===== config.mk =====
export PLATFORM = sky130hd
export DESIGN_NAME = mux_rr_n
export DESIGN_NICKNAME = d
export VERILOG_FILES = /design/src/rtl/mux_rr_n.sv
export SDC_FILE = /design/constraint.sdc
export NUM_CORES = 1
export LEC_CHECK = 0
export BUFFER_PORTS_ARGS = -buffer_cell sky130_fd_sc_hd__buf_4
export CAP_MARGIN = 20
export CORE_MARGIN = 3
export CORE_UTILIZATION = 48
export CTS_BUF_LIST = sky130_fd_sc_hd__clkbuf_2
export DETAILED_ROUTE_END_ITERATION = 16
export HOLD_SLACK_MARGIN = 0.15
export MAX_ROUTING_LAYER = met4
export PLACE_DENSITY = 0.86
export SLEW_MARGIN = 0
export SYNTH_ARGS = -nofsm -noshare
export SYNTH_HDL_FRONTEND = slang
export SYNTH_SLANG_ARGS = --single-unit

===== constraint.sdc =====
create_clock -name CLK -period 5.9 [get_ports CLK]
set_input_delay 1.18 -clock CLK [delete_from_list [all_inputs] [get_ports CLK]]
set_output_delay 1.18 -clock CLK [all_outputs]
set_load 0.02 [all_outputs]

===== src/rtl/mux_rr_n.sv =====
// N-channel selector with fixed or round-robin channel choice feeding a one-entry
// registered output stage with a valid/ready handshake.
module mux_rr_n #(
    parameter int M  = 4,
    parameter int N  = 4,
    parameter int SW = 2
) (
    input  logic                 CLK,
    input  logic                 RST,
    input  logic [N*(M+1)-1:0]   A,
    input  logic [N-1:0]         AV,
    output logic [N-1:0]         AG,
    input  logic                 MODE,
    input  logic [SW-1:0]        S,
    output logic [M:0]           Y,
    output logic [SW-1:0]        YS,
    output logic                 YV,
    input  logic                 YR
);

    logic [M:0]    r_y;
    logic [SW-1:0] r_ys;
    logic          r_yv;
    logic [SW-1:0] r_p;

    logic          w_le;
    logic [N-1:0]  w_fix_gnt;
    logic [N-1:0]  w_rr_gnt;
    logic          w_found;
    logic [N-1:0]  w_gnt;
    logic          w_xfer;
    logic [SW-1:0] w_k;
    logic [SW-1:0] w_p_next;
    logic [M:0]    w_sel_data;

    // The stage can take a word when empty or when the held word leaves this cycle.
    assign w_le = !r_yv || YR;

    always_comb begin
        // NOTE: every output gets a default before the loops so no latch is inferred.
        w_fix_gnt = '0;
        w_rr_gnt  = '0;
        w_found   = 1'b0;
        for (int i = 0; i < N; i++) begin
            w_fix_gnt[i] = AV[i] && (int'(S) == i);
        end
        // Walk offsets from the pointer; exactly one channel matches each offset.
        for (int j = 0; j < N; j++) begin
            for (int c = 0; c < N; c++) begin
                if (!w_found && AV[c] && (((int'(r_p) + j) % N) == c)) begin
                    w_rr_gnt[c] = 1'b1;
                    w_found     = 1'b1;
                end
            end
        end
    end

    assign w_gnt  = (RST || !w_le) ? '0 : (MODE ? w_rr_gnt : w_fix_gnt);
    assign w_xfer = |w_gnt;

    always_comb begin
        w_k        = '0;
        w_p_next   = '0;
        w_sel_data = '0;
        for (int i = 0; i < N; i++) begin
            if (w_gnt[i]) begin
                w_k        = SW'(i);
                w_p_next   = SW'((i + 1) % N);
                w_sel_data = A[i*(M+1) +: (M+1)];
            end
        end
    end

    // NOTE: all state updates use non-blocking assignments.
    always_ff @(posedge CLK) begin
        if (RST) begin
            r_y  <= '0;
            r_ys <= '0;
            r_yv <= 1'b0;
            r_p  <= '0;
        end else if (w_xfer) begin
            r_y  <= w_sel_data;
            r_ys <= w_k;
            r_yv <= 1'b1;
            if (MODE) begin
                r_p <= w_p_next;
            end
        end else if (YR) begin
            r_yv <= 1'b0;
        end
    end

    assign AG = w_gnt;
    assign Y  = r_y;
    assign YS = r_ys;
    assign YV = r_yv;

endmodule


==> flow_summary_export.csv <==
group,metric,value,unit
route,firstDrtPassIters,4,
route,drt-vias-per-instance,6.097,
worst_setup_path,critPathMostFrequentCell,"buf_4",
worst_setup_path,critPathLaunchType,"primary input",
route,wl,2.218,mm
synth,ys_top_cells_by_area,"dfxtp_1, inv_1, o211ai_2",
global_route,grt_pass1_wl,3.574,mm
worst_setup_path,crit_buf_inv,2,
worst_setup_path,r2r_cells,5,
power_and_ir_drop,p_int,134.9,uW
global_route,antenna_found_initial,0,
floorplan,ios,42,
floorplan,die_h,45.32,um
power_and_ir_drop,switchingPower,82.83,uW
clock_network,cts-root-buf,"clkbuf_2",
run_status,outcome,"finished clean",
power_and_ir_drop,power_leakage,0.0004741,uW
finish,diodes,0,
synth,synth_warnings,0,
route,wl_met2,1.137,mm
finish,layout-drive-gt1-share,40.31,%
route,drt_iter0_markers,37,
synth,synth_top_family_by_area,"compound AO/OA/AOI/OAI gates",
placement,dpl-instance-area,0.001032,mm2
global_route,grt-ovfl-total,0,
worst_setup_path,cp-end-kind,"primary output",
clock_network,clock-sinks,10,
synth,synthMuxAreaShare,0,%
route,ant_nets,0,
floorplan,die_w,45.32,um
worst_setup_path,cp.arrival,2.53,ns
worst_setup_path,r2r-start,"r_p[1]",
global_route,grt_max_degree,12,
finish,num-fill-cells,104,
finish,final_area,0.001051,mm2
synth,synth_cell_type_count,38,
placement,gp_congestion,0.8538,
power_and_ir_drop,p_comb_share,41.3,%
timing,setup_tns,0,ns
synth,synth_edf_count,0,
worst_setup_path,crit_required,4.72,ns
synth,synthAdderAreaFrac,0,%
min_path,worstHoldStart,"Y[1]",
clock_network,cts_tree,"yes",
synth,synthFlopType,"dfxtp_1",
route,drcViolationCount,0,
timing,fin_crit_sh,62.82,%
finish,fin_cells,144,
clock_network,cts_made_buffers,3,
worst_setup_path,path_delay_family,"simple AND/OR/NAND/NOR gates",
min_path,hold_depth,2,
placement,io_buffers,41,
worst_setup_path,cpPeakStageDelay,0.37,ns
route,drt-wirelength-per-cell,15.40,um
synth,syn_area_per_cell,8.244,um2
timing,rsz0062_at_grt,"false",
synth,synthesis.area,742.0,um2
power_and_ir_drop,clockPowerShare,19.9,%
synth,synth_seq_cells,10,
power_and_ir_drop,pwr-share-seq,38.8,%
placement,dp_slack,2.211,ns
synth,syn_inst,90,
placement,dp.cells,140,
timing,final.setup.worst_slack,2.194,ns
worst_setup_path,worstPathMaxFanout,10,
finish,area_growth,41.65,%
floorplan,core_area,0.001366,mm2
synth,synthXorXnorAreaFrac,0,%
worst_setup_path,path_cells,"buf_4 > nor2b_1 > o21bai_1 > a41oi_1 > nor2_2 > buf_4",
min_path,hp-class,"register to register",
power_and_ir_drop,swShare,38.04,%
synth,synth_compound_area_share,39.63,%
route,wl_met3,148,um
finish,register_area,200.2,um2
route,highest_layer,"met4",
timing,skew,0.007519,ns
route,drt-met1-wl,911,um
timing,finalHoldViolCount,0,
min_path,min_to,"Y[1]",
clock_network,post_cts_buffers,0,
synth,syn_nets,120,
timing,setup_viol,0,
timing,min_period,3.706,ns
worst_setup_path,r2r_slack,3.54,ns
global_route,grt_usage,25.06,%
synth,synthSimpleGateAreaFrac,23.44,%
power_and_ir_drop,power_density,207.2,mW/mm2
timing,tightestPinTransition,0.5896,ns
timing,report.final.slew_viol_count,0,
synth,yosysSeqAreaShare,26.98,%
global_route,grt_pass1_vias,816,
synth,async_flop_share,0,%
floorplan,die_area,0.002053,mm2
clock_network,cts_hold_buf,0,
finish,multi_input_area,467.9,um2
timing,max_clock_freq,0.2698,GHz
clock_network,htree_levels,1,
clock_network,cts.path.max_buffers,2,
floorplan,initial_utilization,54.30,%
flow_run,cap_violations,0,
finish,num-nets-final,160,
worst_setup_path,worstSetupStartpoint,"AV[0]",
power_and_ir_drop,peakVddDrop,0.1713,mV
clock_network,post_cts_resize_count,0,
worst_setup_path,path_depth,6,
timing,max_slew_margin,60.62,%
clock_network,clock_latency,0.27,ns
floorplan,placementRows,13,
placement,hpwl,1.730,mm
worst_setup_path,rr_endpoint,"r_p[1]",
clock_network,clkTransAtPathRegs,0.12,ns
synth,synth.top_cell.area_share,26.98,%
synth,yosysTopAreaCell,"dfxtp_1",
worst_setup_path,crit_type,"primary input to primary output",
route,via_count,878,
worst_setup_path,cp_slowest_cell,"nor2_2",
-- cells by family after synthesis --
| kind of cell | Yosys count |
|---|---|
| AOI/OAI and AO/OA | 33 |
| DFF | 10 |
| and+or+nand+nor | 31 |
| buffers and inverters | 16 |
-- worst register-to-register path: cells and delay by family (launching register included) --
kind               cells  cell delay (ns)
and+or+nand+nor        2             0.97
AOI/OAI and AO/OA      3             0.81
DFF                    1             0.52
-- flip-flops by register name, summed over array words and instances, names as in the netlist --
signal,flops
r_p,2
YV,1
YS,2
Y,5
-- layout by cell type (no fill, tap or decap), types with 2 or more instances in the layout --
cell type and n:
a22oi_1 4, a22o_1 3, nor2b_1 2, inv_1 10, nor2_1 9, o211ai_2 3
buf_4 41, nor3_1 6, o21ai_0 2, nor3b_1 2, dfxtp_1 10, o32ai_1 3
o21ai_1 2, a211oi_1 3, and3b_1 2, clkbuf_2 3, a21oi_1 2
-- synth_stat cells, drive strengths merged, types with 2 or more instances --
master   n
o32ai    3
nor3b    2
a22o     3
a21oi    2
nor2b    2
buf      6
a22oi    4
o211ai   4
a211oi   4
o21ai    4
or2      2
dfxtp   10
inv     10
and3b    2
nor3     6
nor2    10
-- final cells by class --
type | count | share of cell area, %
Inverter | 10 | 3.571
Clock inverter | 1 | 0.3571
Sequential cell | 10 | 19.05
Clock buffer | 3 | 1.429
Multi-Input combinational cell | 64 | 44.52
Timing Repair Buffer | 41 | 29.29
Tap cell | 15 | 1.786
-- how the worst max path moves through the flow --
stage                     endpoint  slack (ns)
final                        AG[3]        2.19
after global routing         AG[3]        2.08
after CTS                    AG[3]        2.23
after detailed placement     AG[3]        2.21
after global placement       AG[2]        2.25
after floorplan              AG[2]        2.34
-- metal layers --
layer | GRT usage (%) | up-vias
met5 | - | -
met4 | 11.70 | 0
met3 | 6.375 | 4
met2 | 39.27 | 35
met1 | 29.74 | 412
li1 | - | 427
-- per-stage QoR --
| step | hold slack (ns) | util [%] | power [uW] |
|---|---|---|---|
| 6_report | 0.4660 | 76.92 | 217.7 |
| 3_5_place_dp | 0.4482 | 75.55 | 175.5 |
| 4_1_cts | 0.4660 | 76.92 | 218.1 |
| 3_3_place_gp | 0.4502 | 75.55 | 173.9 |
| 2_1_floorplan | 0.5303 | - | 139.1 |
| 5_1_grt | 0.4837 | 76.92 | 231.9 |
-- power by group through the flow --
stage / combinational, uW / sequential (uW) / clock, uW
finish: 90.0 / 84.5 / 43.2
global route: 97.7 / 85.5 / 48.7
detailed placement: 89.7 / 85.8 / 0
global placement: 88.5 / 85.4 / 0
floorplan: 46.0 / 93.0 / 0
CTS: 90.0 / 84.3 / 43.9
No activity file was read; power rests on OpenSTA's default activity.
